`config.mk`:
```
export PLATFORM = sky130hd
export DESIGN_NAME = freq_display
export DESIGN_NICKNAME = d
export VERILOG_FILES = /design/src/rtl/freq_disp_pkg.sv /design/src/rtl/freq_display_bin2bcd_seq.sv /design/src/rtl/freq_display.sv
export SDC_FILE = /design/constraint.sdc
export NUM_CORES = 1
export LEC_CHECK = 0
export CAP_MARGIN = 20
export CORE_AREA = 10 10 130 132
export DETAILED_ROUTE_END_ITERATION = 8
export DIE_AREA = 0 0 140 142
export GPL_ROUTABILITY_DRIVEN = 0
export PLACE_DENSITY = 0.95
export SLEW_MARGIN = 15
export SYNTH_ARGS = -nofsm -noshare
export SYNTH_HDL_FRONTEND = slang
export SYNTH_SLANG_ARGS = --single-unit
```
`constraint.sdc`:
```
create_clock -name clk_100kHz -period 5.8 [get_ports clk_100kHz]
set_input_delay 1.16 -clock clk_100kHz [delete_from_list [all_inputs] [get_ports clk_100kHz]]
set_output_delay 1.16 -clock clk_100kHz [all_outputs]
set_load 0.03 [all_outputs]
```
`src/rtl/freq_disp_pkg.sv`:
```
// Shared types and constants for the frequency display slice.
// Holds the converter FSM states, segment table and display limits.
package freq_disp_pkg;

    typedef enum logic [1:0] {
        IDLE,
        LOAD,
        SHIFT,
        DONE
    } state_t;

    localparam int DIGITS   = 8;
    localparam int SCAN_DIV = 100;
    localparam int BIN_W    = 27;

    localparam logic [31:0] MAX_DISP = 32'd99_999_999;

    localparam logic [6:0] SEG_CODE [0:9] = '{
        7'h3F, 7'h06, 7'h5B, 7'h4F, 7'h66,
        7'h6D, 7'h7D, 7'h07, 7'h7F, 7'h6F
    };

    // Map a BCD nibble to segments a..g; non-decimal nibbles go dark.
    function automatic logic [6:0] seg_decode(input logic [3:0] d);
        logic [6:0] s;
        case (d)
            4'd0:    s = SEG_CODE[0];
            4'd1:    s = SEG_CODE[1];
            4'd2:    s = SEG_CODE[2];
            4'd3:    s = SEG_CODE[3];
            4'd4:    s = SEG_CODE[4];
            4'd5:    s = SEG_CODE[5];
            4'd6:    s = SEG_CODE[6];
            4'd7:    s = SEG_CODE[7];
            4'd8:    s = SEG_CODE[8];
            4'd9:    s = SEG_CODE[9];
            default: s = 7'h00;
        endcase
        return s;
    endfunction

endpackage

```
`src/rtl/freq_display_bin2bcd_seq.sv`:
```
// Sequential double-dabble converter: clamp, 27 shift-add-3 steps,
// then a one-cycle done pulse with the BCD result and overflow flag.
module bin2bcd_seq
    import freq_disp_pkg::*;
(
    input  logic        clk,
    input  logic        rst_n,
    input  logic        start,
    input  logic [31:0] din,
    output logic        busy,
    output logic        done,
    output logic [31:0] bcd,
    output logic        ovf_pend,
    output logic [31:0] raw
);

    state_t            state;
    state_t            state_nxt;
    logic [BIN_W-1:0]  bin;
    logic [31:0]       scratch;
    logic [31:0]       adj;
    logic [4:0]        cnt;

    // State register
    always_ff @(posedge clk or negedge rst_n) begin
        if (!rst_n) state <= IDLE;
        else        state <= state_nxt;
    end

    // Next-state logic
    always_comb begin
        state_nxt = state;
        case (state)
            IDLE:    if (start) state_nxt = LOAD;
            LOAD:    state_nxt = SHIFT;
            SHIFT:   if (cnt == 5'd1) state_nxt = DONE;
            DONE:    state_nxt = IDLE;
            default: state_nxt = IDLE;
        endcase
    end

    // Add 3 to every scratch nibble of 5 or more before shifting
    always_comb begin
        adj = scratch;
        for (int i = 0; i < 8; i++) begin
            if (scratch[4*i +: 4] >= 4'd5)
                adj[4*i +: 4] = scratch[4*i +: 4] + 4'd3;
        end
    end

    // Datapath: latch clamped input, shift bits in MSB first
    always_ff @(posedge clk or negedge rst_n) begin
        if (!rst_n) begin
            bin      <= '0;
            scratch  <= '0;
            cnt      <= '0;
            busy     <= 1'b0;
            ovf_pend <= 1'b0;
            raw      <= '0;
        end else begin
            case (state)
                LOAD: begin
                    bin      <= (din > MAX_DISP) ? MAX_DISP[BIN_W-1:0]
                                                 : din[BIN_W-1:0];
                    ovf_pend <= (din > MAX_DISP);
                    scratch  <= '0;
                    cnt      <= 5'(BIN_W);
                    busy     <= 1'b1;
                    raw      <= din;
                end
                SHIFT: begin
                    {scratch, bin} <= {adj[30:0], bin, 1'b0};
                    cnt            <= cnt - 5'd1;
                end
                DONE: begin
                    busy <= 1'b0;
                end
                default: ;
            endcase
        end
    end

    assign done = (state == DONE);
    assign bcd  = scratch;

endmodule

```
`src/rtl/freq_display.sv`:
```
// 8-digit multiplexed 7-segment display of the measured frequency.
// Optional macro LEADING_ZERO_BLANK_EN blanks digits above the leading one.
module freq_display
    import freq_disp_pkg::*;
(
    input  logic        clk_100kHz,
    input  logic        rst_,
    input  logic [31:0] freq_real,
    output logic [7:0]  seg,
    output logic [7:0]  an,
    output logic        busy,
    output logic        ovf
);

    logic              start;
    logic              done;
    logic [31:0]       bcd;
    logic              ovf_pend;
    logic [31:0]       raw;
    logic [31:0]       last_conv;
    logic [31:0]       disp;
    logic [DIGITS-1:0] blank;
    logic [DIGITS-1:0] blank_nxt;
    logic [6:0]        presc;
    logic [2:0]        idx;
    logic [3:0]        cur_digit;
    logic [6:0]        cur_code;

    // A new measurement is any value differing from the last one shown
    assign start = (freq_real != last_conv);

    bin2bcd_seq u_conv (
        .clk      (clk_100kHz),
        .rst_n    (rst_),
        .start    (start),
        .din      (freq_real),
        .busy     (busy),
        .done     (done),
        .bcd      (bcd),
        .ovf_pend (ovf_pend),
        .raw      (raw)
    );

`ifdef LEADING_ZERO_BLANK_EN
    logic lead;

    // Blank each digit above the most significant non-zero one
    always_comb begin
        blank_nxt = '0;
        lead      = 1'b1;
        for (int i = DIGITS - 1; i >= 1; i--) begin
            lead         = lead & (bcd[4*i +: 4] == 4'd0);
            blank_nxt[i] = lead;
        end
    end
`else
    // Every digit is always shown
    always_comb begin
        blank_nxt = '0;
    end
`endif

    // Commit a finished conversion to the display registers
    always_ff @(posedge clk_100kHz or negedge rst_) begin
        if (!rst_) begin
            disp      <= '0;
            blank     <= '0;
            ovf       <= 1'b0;
            last_conv <= '0;
        end else if (done) begin
            disp      <= bcd;
            blank     <= blank_nxt;
            ovf       <= ovf_pend;
            last_conv <= raw;
        end
    end

    // Select the digit for the current slot and decode it
    always_comb begin
        cur_digit = disp[{idx, 2'b00} +: 4];
        cur_code  = blank[idx] ? 7'h00 : seg_decode(cur_digit);
    end

    // Scan prescaler: advance to the next digit slot on each wrap
    always_ff @(posedge clk_100kHz or negedge rst_) begin
        if (!rst_) begin
            presc <= '0;
            idx   <= '0;
            an    <= 8'hFF;
            seg   <= 8'h00;
        end else if (presc == 7'(SCAN_DIV - 1)) begin
            presc <= '0;
            idx   <= idx + 3'd1;
            an    <= ~(8'd1 << idx);
            seg   <= {ovf, cur_code};
        end else begin
            presc <= presc + 7'd1;
        end
    end

endmodule

```
==> results.md, run 1 <==
* Total setup violations reported at the end of the flow at 0
* Post-route core utilization at 0.7240
* Post-Place Cell Area at 9824 um^2
* Die width at 140 um
* Worst hold path class: reg -> reg
* Area share of xor/xnor cells in the synthesized design at 0.04960
* Clock tree root driver cell: clkbuf_16
* Number of storage elements in the synthesis netlist at 191
* Count of antenna diodes in the layout at 0
* Final Skew at between 0.009 and 0.01 ns
* Number of gates resized after cts at 0
* Number of buffers inserted to repair setup after CTS at 0
* Worst max-slew margin expressed relative to the limit at 0.3760
* Yosys warning count at 0
* Slew @ Worst Pin at between 0.9 and 1 ns
* Via count of the routed design at 6,399
* Count of different cell masters after synthesis at 51
* Top FF cell, synth: dfrtp_1
* Clock edge transition at the registers on the reported setup and hold paths at 0.07 ns
* Post-Syn Area at 9181 um^2
* Via-per-instance ratio at 6.249
* Max IR drop VDD at around 0.00023 V
* Count of TritonRoute iterations in the first routing pass at 5
* Maximum number of pins on one net before global-route repair at 93
* Post-synthesis simple-gate area fraction at 0.08217
* Count of flip-flops with a built-in enable after synthesis at 0
* Cell row count at 44
* Arrival time at the worst endpoint at 3.19 ns
* Number of buffers inserted by hold repair at cts at 0
* Synthesized area per cell at around 12 um^2
* Count leader, synth: dfrtp_1
* Number of antenna violations at the first check in global routing at 0
* Initial Util at 0.6414
* Total clock sinks at 191
* Die Y at approximately 140 um
* Share of flip-flops with an asynchronous set or reset after synthesis at 1.000
* Routed wire length at 20,350 um
* # fillers at 881
* Count of input and output buffers at 51
* Floorplan die area at 19,880 um^2
* Number of max-slew violations in the final report at 0
* Reg2reg path depth at 6
* Peak clock frequency supported by timing at roughly 350 MHz
* Unrepaired setup endpoints after global routing: no
* Number of CTS-inserted buffers at 17
* Aggregate global routing overflow at 0
* Power per Cell Area at about 320 nW/um^2
* Endpoint kind of the worst setup timing path: flop
* Nature of the critical path startpoint: primary input
* Final Hold Viols at 0
* Post-route DRC at 0
* Final design instance area without fill at 10,360 um^2
* Area share of the largest cell type after synthesis at 0.4988
* Antenna-violating nets left at 0
* Main combinational cell family by area after synthesis: multiplexers
* Required time worst endpoint at 6.12 ns
* Cells after synthesis at a little under 800
* Most area-consuming cells after synthesis: dfrtp_1 (50%), mux2_2 (15%), ha_1 (4.9%)
* DRT iter0 DRCs at 684
* Complex-gate fraction of the synthesized area at 0.08735
* Cell accounting for the most synthesized area: dfrtp_1
* TritonCTS clock tree: yes
* Final-layout setup total negative slack at 0 ns
* Placeable core region at about 14,000 um^2
* Source-to-sink clock delay at the later pin of the worst-skew pair at about 0.44 ns
* Area added between synthesis and finish at 12.88%
* List of most frequent post-synthesis cells: dfrtp_1 (183), mux2_2 (119), nor2_1 (70), inv_1 (45), xnor2_1 (45)
* Part of the Yosys area used for sequential elements at 0.5217
* Vias in the first global route at about 6,700
* Clock buffer depth at 2
* LEAKAGE at 4.396 nW
* Worst Hold Depth at 1
* Hold WS at 0.4723 ns
* Part of the cycle the worst path needs at 0.4956
* CP Class: in -> reg
* Count of H-tree levels built during CTS at 4
* Final layout net count at 897
* Fraction of layout cells with a size suffix above 1 at 0.2190
* Post-synthesis adder-cell area fraction at 0.04906
* Proportion of synthesized area in mux cells at 0.1728
* First-pass GRT wire length at about 34,000 um
* Ports at between 50 and 60
* Clock period minus final worst setup slack at 2.874 ns
* Placed wire-length estimate at 13,430 um
* Synthesized netlist net count at 859
* Max Cap Violations at 0
* Post-DR wirelength/cell at 19.88 um
* Critical path peak fanout at 20
* Result of the run: finished, final reports clean
* GRT Total Usage at 0.2109
-- final cells by class --
cell class	count	area, um^2	share of cell area
Multi-Input combinational cell	511	4054	0.3912
Clock inverter	13	106.4	0.01026
Timing Repair Buffer	59	574.3	0.05541
Tap cell	184	230.2	0.02221
Sequential cell	191	4790	0.4622
Clock buffer	19	432.9	0.04177
Inverter	47	176.4	0.01702
-- cell families (layout without fill, tap and decap cells) --
group                      count (synthesis)  count (layout)
DFF                                      191             191
buffers and inverters                     87             138
AOI/OAI and AO/OA                        129             129
xor gates and xnor gates                  52              52
and+or+nand+nor                          162             162
adders and majority gates                 36              36
muxes                                    132             132
-- flip-flops by register name (all words and copies together) (netlist names), 2 cells and up --
signal        count
idx               3
disp             32
u_conv.bcd       32
last_conv        32
u_conv.bin       27
u_conv.raw       32
seg               8
u_conv.cnt        5
presc             7
an                8
u_conv.state      2
-- cells in the final DEF, fill, tap and decap left out, drive strengths merged, types with 3 or more instances in the layout --
master and instances:
o32ai 6, inv 51, dfrtp 183, nand3 9, nand2b 9, ha 36, xnor2 45, mux2i 4
nand4 15, nor4 3, o21ai 24, clkdlybuf4s50 50, mux2 120, clkbuf 20, and3 3, clkinv 7
nor3 12, nor3b 3, nor2 71, buf 8, a21oi 27, dfstp 8, xor2 7, mux4 8
o22ai 26, nand2 32, a31oi 36
-- through the flow --
step	worst slack, ns	power, mW	instances
3_5_place_dp	2.564	2.264	992
2_1_floorplan	3.377	2.053	789
6_report	2.926	3.349	1024
4_1_cts	2.953	3.354	1024
3_3_place_gp	2.662	2.208	992
5_1_grt	2.814	3.495	1024
-- path summary, 6_finish.rpt --
check | endpoint | slack, ns | from
min | presc[0] | 0.47 | presc[0]
max reg2reg | u_conv.state[1] | 3.37 | u_conv.state[0]
max | u_conv.bin[1] | 2.93 | freq_real[30]
max in group asynchronous | disp[8] | 3.83 | rst_
min in group asynchronous | u_conv.bcd[8] | 0.79 | rst_
min reg2reg | presc[0] | 0.47 | presc[0]
-- per-layer routing --
layer,track usage,up-vias,wire length (um)
met4,0.09946,0,776
met1,0.2458,3235,8084
met5,0,-,0
met2,0.3561,237,10390
met3,0.05708,70,1099
li1,-,2857,-
-- worst max-delay path, stage by stage --
cell and delay, ns:
clkdlybuf4s50_1 0.47, nor4_1 0.35, nand2_1 0.27, a21oi_1 0.20, buf_4 0.28, a31oi_1 0.14
mux2_2 0.32
-- report_power, final --
| part | internal, mW | switching [mW] |
|---|---|---|
| Sequential | 1.49 | 0.138 |
| Combinational | 0.305 | 0.320 |
| Clock | 0.558 | 0.535 |
| Total | 2.36 | 0.992 |
(Power assumes the default switching activity.)
==> run 2, diff against run 1 <==
--- a/config.mk
+++ b/config.mk
@@ -6,11 +6,11 @@
 export NUM_CORES = 1
 export LEC_CHECK = 0
 export CAP_MARGIN = 20
-export CORE_AREA = 10 10 130 132
+export CORE_AREA = 10 10 135 137
 export DETAILED_ROUTE_END_ITERATION = 8
-export DIE_AREA = 0 0 140 142
+export DIE_AREA = 0 0 145 147
 export GPL_ROUTABILITY_DRIVEN = 0
-export PLACE_DENSITY = 0.95
+export PLACE_DENSITY = 0.89
 export SLEW_MARGIN = 15
 export SYNTH_ARGS = -nofsm -noshare
 export SYNTH_HDL_FRONTEND = slang
==> constraint.sdc (replaced) <==
create_clock -name clk_100kHz -period 2.9 [get_ports clk_100kHz]
set_input_delay 0.58 -clock clk_100kHz [delete_from_list [all_inputs] [get_ports clk_100kHz]]
set_output_delay 0.58 -clock clk_100kHz [all_outputs]
set_load 0.03 [all_outputs]
==> run 2 against run 1 <==
Effect of this change: sequential share of layout area is 0.96 points lower; via count is 1.9% lower; worst setup slack worse by 2.4 ns; critical path type is now reg -> reg; highest routed layer unchanged.
==> results.md, run 2 (same netlist as run 1, synthesis figures left out) <==
* Result of the run: finished, final reports clean
* Final layout net count at 907 (+1.1%)
* Vias in the first global route at 6,572 (-1.4%)
* Count of placed standard cells in the final layout, fillers left out at 1,066 (+4.1%)
* Final Hold Viols at 0 (unchanged)
* DRT iter0 DRCs at 540 (-21%)
* Final Skew at 0.01067 ns (+0.0008446 ns)
* TritonCTS clock tree: yes
* Power per Cell Area at 652.9 nW/um^2 (+100%)
* Max IR drop VDD at 0.0004563 V (+100%)
* Routed wire length at 19,490 um (-4.2%)
* Aggregate global routing overflow at 0 (unchanged)
* Placed Cells at 1,034 (+4.2%)
* Number of antenna violations at the first check in global routing at 0 (unchanged)
* Fraction of layout cells with a size suffix above 1 at 0.2294 (+0.01036)
* Number of max-slew violations in the final report at 0 (unchanged)
* Final-layout setup total negative slack at 0 ns (unchanged)
* LEAKAGE at 4.482 nW (+2.0%)
* Worst hold path class: in -> async
* Total clock sinks at 191 (unchanged)
* Source-to-sink clock delay at the later pin of the worst-skew pair at 0.44 ns (about the same)
* Crit path setup slack, layout at 0.5215 ns (-2.404 ns)
* Via count of the routed design at 6,279 (-1.9%)
* Peak clock frequency supported by timing at 420.4 MHz
* Required time worst endpoint at 3.25 ns (-2.87 ns)
* GRT Total Usage at 0.1880 (-0.02284)
* Number of CTS-inserted buffers at 17 (unchanged)
* Die width at 145 um (+3.6%)
* Post-route core utilization at 0.6786 (-0.04547)
* Die Y at 147 um (+3.5%)
* Endpoint kind of the worst setup timing path: flop
* Via-per-instance ratio at 5.890 (-5.7%)
* Hold WS at 0.1737 ns (-0.2986 ns)
* Maximum number of pins on one net before global-route repair at 81 (-13%)
* Part of the cycle the worst path needs at 0.8202
* Area occupied by multi-input gates at 4054 um^2 (unchanged)
* Area added between synthesis and finish at 15.28%
* Arrival time at the worst endpoint at 2.73 ns (-0.46 ns)
* Placed wire-length estimate at 12,890 um (-4.0%)
* Reg2reg path depth at 8 (+2)
* Register-to-Register Setup Slack at 0.52 ns (-2.85 ns)
* Slew @ Worst Pin at 0.6581 ns (-0.2780 ns)
* Unrepaired setup endpoints after global routing: no
* Critical path peak fanout at 5 (-75%)
* Post-DR wirelength/cell at 18.29 um (-8.0%)
* CP Class: reg -> reg
* Ports at 52 (unchanged)
* Floorplan die area at 21,320 um^2 (+7.2%)
* Number of buffers inserted to repair setup after CTS at 0 (unchanged)
* Clock buffer depth at 2 (unchanged)
* Placement-stage worst setup slack at 0.4825 ns (-2.082 ns)
* Count of TritonRoute iterations in the first routing pass at 6 (+1)
* Nature of the critical path startpoint: flop
* Cell row count at 46 (+4.5%)
* Antenna-violating nets left at 0 (unchanged)
* Area of all sequential standard cells at 4790 um^2 (unchanged)
* Count of input and output buffers at 51 (unchanged)
* Count of antenna diodes in the layout at 0 (unchanged)
* Clock period minus final worst setup slack at between 2 and 2.5 ns
* # fillers at 1,053 (+20%)
* Endpoint of the lowest-slack register-to-register path: seg[5]
* Initial Util at 0.5886 (-0.05279)
* Clock edge transition at the registers on the reported setup and hold paths at 0.07 ns (about the same)
* Number of gates resized after cts at 0 (unchanged)
* Total setup violations reported at the end of the flow at 0 (unchanged)
* Placeable core region at 15,600 um^2 (+9.0%)
* Number of buffers inserted by hold repair at cts at 0 (unchanged)
* Most used cells in the layout excluding fill and tap cells: dfrtp_1 (183), mux2_2 (119), nor2_1 (70)
* Count of H-tree levels built during CTS at 4 (unchanged)
* Clock tree root driver cell: clkbuf_16
* First-pass GRT wire length at 33,070 um (-3.6%)
* Max Cap Violations at 0 (unchanged)
* Worst max-slew margin expressed relative to the limit at 0.5613 (+0.1853)
* Most common cell after layout, fill and taps aside: dfrtp_1
* Origin of the critical flop-to-flop path: idx[0]
* Post-route DRC at 0 (unchanged)
run 2: how the worst max path moves through the flow:
| stage | from | cells after the start | slack (ns) | to |
|---|---|---|---|---|
| floorplan | idx[1] | 7 | 0.92 | seg[1] |
| global placement | freq_real[18] | 6 | 0.52 | u_conv.state[1] |
| detailed placement | freq_real[11] | 6 | 0.48 | u_conv.state[1] |
| CTS | idx[0] | 8 | 0.54 | seg[5] |
| global route | idx[0] | 8 | 0.38 | seg[5] |
| finish | idx[0] | 8 | 0.52 | seg[5] |
run 2: final cells by class:
cell class | instances | area share
Timing Repair Buffer | 69 | 0.06490
Tap cell | 216 | 0.02553
Clock buffer | 18 | 0.04055
Inverter | 47 | 0.01667
Multi-Input combinational cell | 511 | 0.3830
Clock inverter | 14 | 0.01679
Sequential cell | 191 | 0.4525
run 2: routing by layer:
layer | vias up | share of wire | GRT usage
li1 | 2880 | - | -
met4 | 0 | 0.026 | 0.07508
met3 | 38 | 0.037 | 0.04423
met2 | 164 | 0.51 | 0.3214
met1 | 3197 | 0.42 | 0.2249
met5 | - | 0 | 0
run 2: metrics by stage:
step	cell area [um^2]	total power, mW
global placement	9977	4.422
finish	10580	6.910
detailed placement	9977	4.498
floorplan	9181	4.107
CTS	10580	6.940
global route	10580	7.245
run 2: critical path, cell delays in order, from the launching register on:
cell       delay, ns
dfrtp_1         0.55
mux4_1          0.68
nand2_1         0.10
and2_1          0.24
inv_1           0.10
ha_1            0.24
nor2_2          0.14
a2111oi_2       0.06
nor3_1          0.19
run 2: report_power, final:
part	switching, mW	internal [mW]	total [mW]
Clock	1.05	1.37	2.42
Combinational	0.632	0.614	1.25
Sequential	0.259	2.99	3.24
==> run 3, diff against run 2 <==
==> constraint.sdc (replaced) <==
create_clock -name clk_100kHz -period 2.2 [get_ports clk_100kHz]
set_input_delay 0.44 -clock clk_100kHz [delete_from_list [all_inputs] [get_ports clk_100kHz]]
set_output_delay 0.44 -clock clk_100kHz [all_outputs]
set_load 0.03 [all_outputs]
==> run 3 against run 2 <==
Effect of this change: cell count is 2.3% higher; sequential power is 33% higher; count of clock-buffer cells in the layout is 1 higher; flip-flop and latch count stayed put; global-route usage is 0.28 points lower; cell area is 2.0% higher; worst setup slack worse by 0.42 ns; largest cell class unchanged.
==> results.md, run 3 (same netlist as run 1, synthesis figures left out) <==
* Via count of the routed design at 6,305 (+0.41%)
* Worst hold path class: in -> async
* TritonCTS clock tree: yes
* Clock tree root driver cell: clkbuf_16
* Source-to-sink clock delay at the later pin of the worst-skew pair at 0.44 ns (about the same)
* Antenna-violating nets left at 0 (unchanged)
* Sw Ratio at 0.2892 (+0.008538)
* Worst max-slew margin expressed relative to the limit at 0.6930 (+0.1317)
* Ordered cell list for the critical path: clkdlybuf4s50_1
* Number of antenna violations at the first check in global routing at 0 (unchanged)
* # fillers at 1,028 (-2.4%)
* Die width at 145 um (unchanged)
* Count of TritonRoute iterations in the first routing pass at 5 (-1)
* Maximum number of pins on one net before global-route repair at 85 (+4.9%)
* Clock period minus final worst setup slack at 2.098 ns
* DRT iter0 DRCs at 571 (+5.7%)
* Max IR drop VDD at 0.0006745 V (+48%)
* GRT Total Usage at 0.1853 (-0.002761)
* Unrepaired setup endpoints after global routing: no
* Hold WS at 0.4048 ns (+0.2312 ns)
* Count of antenna diodes in the layout at 0 (unchanged)
* Sequential group share of total power at 0.481 (+0.011)
* Via-per-instance ratio at 5.779 (-1.9%)
* Cell row count at 46 (unchanged)
* Fraction of layout cells with a size suffix above 1 at 0.2514 (+0.02202)
* CP Class: reg -> out
* Part of the cycle the worst path needs at 0.9538
* Required time worst endpoint at 1.76 ns (-1.49 ns)
* First-pass GRT wire length at 32,770 um (-0.92%)
* Count of H-tree levels built during CTS at 4 (unchanged)
* Routed wire length at 19,300 um (-0.99%)
* Instance count on the critical path at 1 (-7)
* Floorplan die area at 21,320 um^2 (unchanged)
* Total routed wire length on the met1 layer at 8119 um (-1.8%)
* Power per Cell Area at 829.2 nW/um^2 (+27%)
* Number of CTS-inserted buffers at 17 (unchanged)
* Portion of total power attributed to combinational logic at 0.186 (+0.006)
* Max Cap Violations at 0 (unchanged)
* Aggregate global routing overflow at 0 (unchanged)
* Largest stage delay on the critical path at 0.68 ns (about the same)
* Most used cells in the layout excluding fill and tap cells: dfrtp_1 (181), mux2_2 (119), nor2_1 (70)
* Proportion of power drawn by the clock network at 0.333 (-0.017)
* Final-layout setup total negative slack at 0 ns (unchanged)
* Endpoint kind of the worst setup timing path: output port
* Clock buffer depth at 2 (unchanged)
* Slew @ Worst Pin at 0.4605 ns (-0.1976 ns)
* Result of the run: finished, final reports clean
* Met3 layer wire length in the routed design at 734 um (+0.96%)
* Count of input and output buffers at 51 (unchanged)
* Highest Signal Layer: met4
* Post-route core utilization at 0.6920 (+0.01340)
* Total clock sinks at 191 (unchanged)
* Die Y at 147 um (unchanged)
* Met2 WL post-DR at 10,020 um (+0.19%)
* Ports at 52 (unchanged)
* Reg2reg path depth at 6 (-2)
* Cell Int Power at 6.362 mW (+28%)
* Placeable core region at 15,600 um^2 (unchanged)
* Placed wire-length estimate at 13,210 um (+2.4%)
* LEAKAGE at 4.607 nW (+2.8%)
* Sum of internal, switching and leakage power at 8.949 mW (+30%)
* Final Skew at 0.01016 ns (-0.0005065 ns)
* Post-DR wirelength/cell at 17.69 um (-3.3%)
* Power dissipated by switching net loads at 2.588 mW (+33%)
* Peak clock frequency supported by timing at 476.6 MHz
* Final layout net count at 932 (+2.8%)
* Area added between synthesis and finish at 17.55%
* Worst path slowest cell: clkdlybuf4s50_1
* Vias in the first global route at 6,533 (-0.59%)
* Worst Path Buf+Inv at 1 (unchanged)
* Arrival time at the worst endpoint at 1.66 ns (-1.07 ns)
* Critical path peak fanout at 2 (-3)
* Final Hold Viols at 0 (unchanged)
* Post-route DRC at 0 (unchanged)
* Nature of the critical path startpoint: flop
* Most common cell after layout, fill and taps aside: dfrtp_1
* Number of max-slew violations in the final report at 0 (unchanged)
* CP top delay family: buffers and inverters
* Clock edge transition at the registers on the reported setup and hold paths at 0.07 ns (about the same)
* Initial Util at 0.5886 (unchanged)
* Total setup violations reported at the end of the flow at 0 (unchanged)
## run 3: worst paths after layout
check / from / to / slack [ns]
max in group asynchronous: rst_ / last_conv[1] / 1.17
min reg2reg: presc[0] / presc[0] / 0.46
max reg2reg: idx[1] / seg[1] / 0.13
min in group clk_100kHz: presc[0] / presc[0] / 0.46
max: an[3] / an[3] / 0.10
min: rst_ / u_conv.bcd[7] / 0.40
## run 3: metal layers
layer / global-route usage / vias up
met5: 0 / -
met4: 0.06486 / 0
met3: 0.04484 / 34
met2: 0.3193 / 167
met1: 0.2220 / 3177
li1: - / 2927
## run 3: what timing repair did
| item | CTS | global route |
|---|---|---|
| endpoints found under the setup margin | 0 | 6 |
| hold buffers | 1 | 0 |
| endpoints found under the hold margin | 2 | 0 |
| setup buffers | 0 | 2 |
| gates resized for setup | 0 | 2 |
## run 3: area by class of cell
type                            instances  area [um^2]  area share
Sequential cell                       191         4792      0.4440
Multi-Input combinational cell        511         4054      0.3756
Timing Repair Buffer                   94        939.7     0.08706
Clock buffer                           19        432.9     0.04011
Tap cell                              216        270.3     0.02504
Inverter                               47        176.4     0.01635
Clock inverter                         13        127.6     0.01182
## run 3: through the flow
step	cell area, um^2	setup WS, ns	std cells
finish	10790	0.1017	1091
CTS	10780	0.01105	1089
floorplan	9181	0.2226	789
detailed placement	10200	-0.1954	1056
global placement	10200	-0.01289	1056
global route	10790	0.01567	1091
## run 3: power by group through the flow
stage / Sequential, mW / Combinational [mW] / Clock (mW)
2_1_floorplan: 4.19 / 1.22 / 0
3_3_place_gp: 4.31 / 1.55 / 0
3_5_place_dp: 4.35 / 1.64 / 0
4_1_cts: 4.29 / 1.67 / 3.02
5_1_grt: 4.35 / 1.84 / 3.16
6_report: 4.30 / 1.66 / 2.98
==> edit: new RTL, flow settings as in run 3 <==
The option `LEADING_ZERO_BLANK_EN` is turned on by a define.
--- a/src/rtl/freq_display.sv
+++ b/src/rtl/freq_display.sv
@@ -1,4 +1,6 @@
 // 8-digit multiplexed 7-segment display of the measured frequency.
 // Optional macro LEADING_ZERO_BLANK_EN blanks digits above the leading one.
+`define LEADING_ZERO_BLANK_EN
+
 module freq_display
     import freq_disp_pkg::*;
Check against the original RTL: no difference found for any inputs over 10 cycles, from zero or initial values and one cycle with rst_ low; that may be too few to reach the edited logic, so the function may still have changed.
==> edit against run 3 <==
Area after synthesis is 4.9% higher. Sequential cell count increased by 7. Wire length rose by 13%. Maximum frequency fell by 6.7%. Critical path type is now flip-flop to flip-flop. Worst setup slack got worse by 150 ps. Clock power up 10%. The flow now finishes with violations (negative setup slack). Design area up 6.7%. First-iteration DRC count down 2.3%. Sequential share of layout area down 1.3 points. Hold slack improved by 55 ps. Power up 13%. Largest cell class unchanged. Highest routed layer unchanged.
==> edit: results (changes against run 3) <==
Routing:
- The amount of wire on met3 after detailed routing is 1150 um (+57%).
- The total wire length after detailed routing is 21700 um (+13%).
- The routed length on met2 is 11100 um (+11%).

GRT:
- The global routing met2 resource utilization was 0.360 (+0.0402).
- The via count of the first global-routing pass came to 7084 (+8.4%).
- The met1 usage in global routing came to 0.236 (+0.0144).
- The wire length of the first global-routing pass is 36000 um (+10%).
- The pin count of the biggest net entering global routing was 72 (-15%).
- The global routing usage summed across all routing layers is 0.205 (+0.0194).
- The met3 routing resource usage after global routing is 0.0436 (-0.00123).

Finish:
- The area occupied by multi-input gates is 4400 um^2 (+8.5%).
- The proportion of cell area spent on the clock network is 0.0541 (+0.00219).
- The number of non-clock buffers was 112 (+19%).
- The buffering overhead came to 0.0922 (+0.00510).
- The number of sequential cells is 198 (+3.7%).
- The total of clock buffers placed in the layout is 20 (+1).
- The count of nets after finishing is 990 (+6.2%).
- The layout cell share with drive strength beyond 1 was 0.273 (+0.0212).
- The fill cell total of the finished layout is 947 (-7.9%).
- The number of non-clock inverters in the layout is 52 (+11%).
- The multi-input gate count came to 534 (+4.5%).
- The sequential share of cell area is 0.431 (-0.0127).
- The end-of-flow core utilization came to 0.738 (+0.0461).

Power and ir drop:
- The leakage power of the design was 4.91 nW (+6.7%).
- The peak ir drop on the vdd network is 0.000616 V (-8.7%).

Synthesis:
- The post-synthesis share of cell area spent on full adders, half adders and majority gates came to 0.0533 (+0.00422).
- The xor-xnor portion of the synthesized cell area is 0.0428 (-0.00685).
- The mux cell area share after synthesis is 0.175 (+0.00212).
- The post-synthesis cell area is 9630 um^2 (+4.9%).
- Ranked by instance count, the synthesized netlist is headed by 190 x dfrtp_1, 120 x mux2_2, 66 x nor2_1.
- The post-synthesis compound-gate area fraction is 0.0924 (+0.00504).
- Sorting the synthesized cells by area gives the leading types as dfrtp_1 49%, mux2_2 14%, ha_1 5.3%.
- The number of nets produced by synthesis is 900 (+4.8%).
- The post-synthesis sequential area ratio is 0.516 (-0.00601).

Timing:
- The final sum of negative setup slack was -50.0 ps (-50.0 ps).
- The minimum setup slack in the final design is -50.0 ps (-152 ps).
- The minimum hold slack is 460 ps (+55.2 ps).
- The count of final setup violators is 1 (+1).
- The transition time at the pin with the least slew margin came to 987 ps (+527 ps).

Critical path:
- The cell count of the worst reg-to-reg path came to 8 (+2).
- The critical-path maximum fanout is 4 (+2).
- The peak per-stage delay on the critical path is 580 ps (-100 ps).
- The arrival time of the worst setup path is 2570 ps (+910 ps).
- The endpoint identified for the worst register-to-register timing path is seg[4].
- Grouping stages by cell kind, the critical path spends the most delay in multiplexers.

Min path:
- Along the worst hold path, the cell count comes to 1.
- The worst min-delay path category is flip-flop to flip-flop.

Run status:
- The run finished, with violations left.
- The checks that failed: negative setup slack.

Placement:
- The HPWL reported at the end of detailed placement is 14500 um (+9.5%).
- The worst slack after detailed placement was -215 ps (-19.5 ps).
- The cell area after placement is 10700 um^2 (+4.6%).
- The cell count after placement came to 1100 (+4.2%).
[edit: changes by cell type in the layout (fill, tap and decap cells not counted), moves of 4 or more]
cell and change:
mux2i_4 +4, dfrtp_1 +9, buf_4 +17, xnor2_1 -5, o21ai_1 +5, ha_4 +4
inv_2 +5, inv_6 -5, a22o_1 +4, nor2_1 -5, o31ai_1 +4
[edit: cells by family after synthesis]
family	Yosys count
muxes	137
AOI/OAI and AO/OA	144
xor gates and xnor gates	47
adders and majority gates	41
and+or+nand+nor	165
buffers and inverters	93
DFF	198
[edit: timing repair]
| action | 4_1_cts | 5_1_grt |
|---|---|---|
| gates resized for setup | 3 | 22 |
| setup buffers | 1 | 10 |
| endpoints found under the setup margin | 4 | 7 |
| gates cloned | 0 | 0 |
| endpoints found under the hold margin | 48 | 0 |
| hold buffers | 1 | 0 |
| pin swaps | 0 | 10 |
[edit: power breakdown]
group          internal, W  switching (W)  leakage [nW]
sequential         0.00415       0.000406          2.42
combinational      0.00111        0.00113          2.19
clock              0.00193        0.00136         0.300
total              0.00719        0.00289          4.91
[edit: worst max path at each step]
stage	from	endpoint	slack (ps)	cells past startpoint
global placement	freq_real[31]	u_conv.bin[3]	-70	7
floorplan	idx[0]	seg[3]	100	7
global route	idx[0]	seg[4]	-100	7
detailed placement	freq_real[9]	u_conv.state[1]	-210	6
CTS	idx[0]	seg[6]	4	8
finish	idx[0]	seg[4]	-50	8
[edit: worst register-to-register path: stages, from the launching register on]
cell and delay (ps):
dfrtp_1 430, buf_12 140, mux4_2 580, mux2i_4 290, inv_2 100, ha_2 200, mux2i_1 180, mux2_4 180
o21ai_2 40
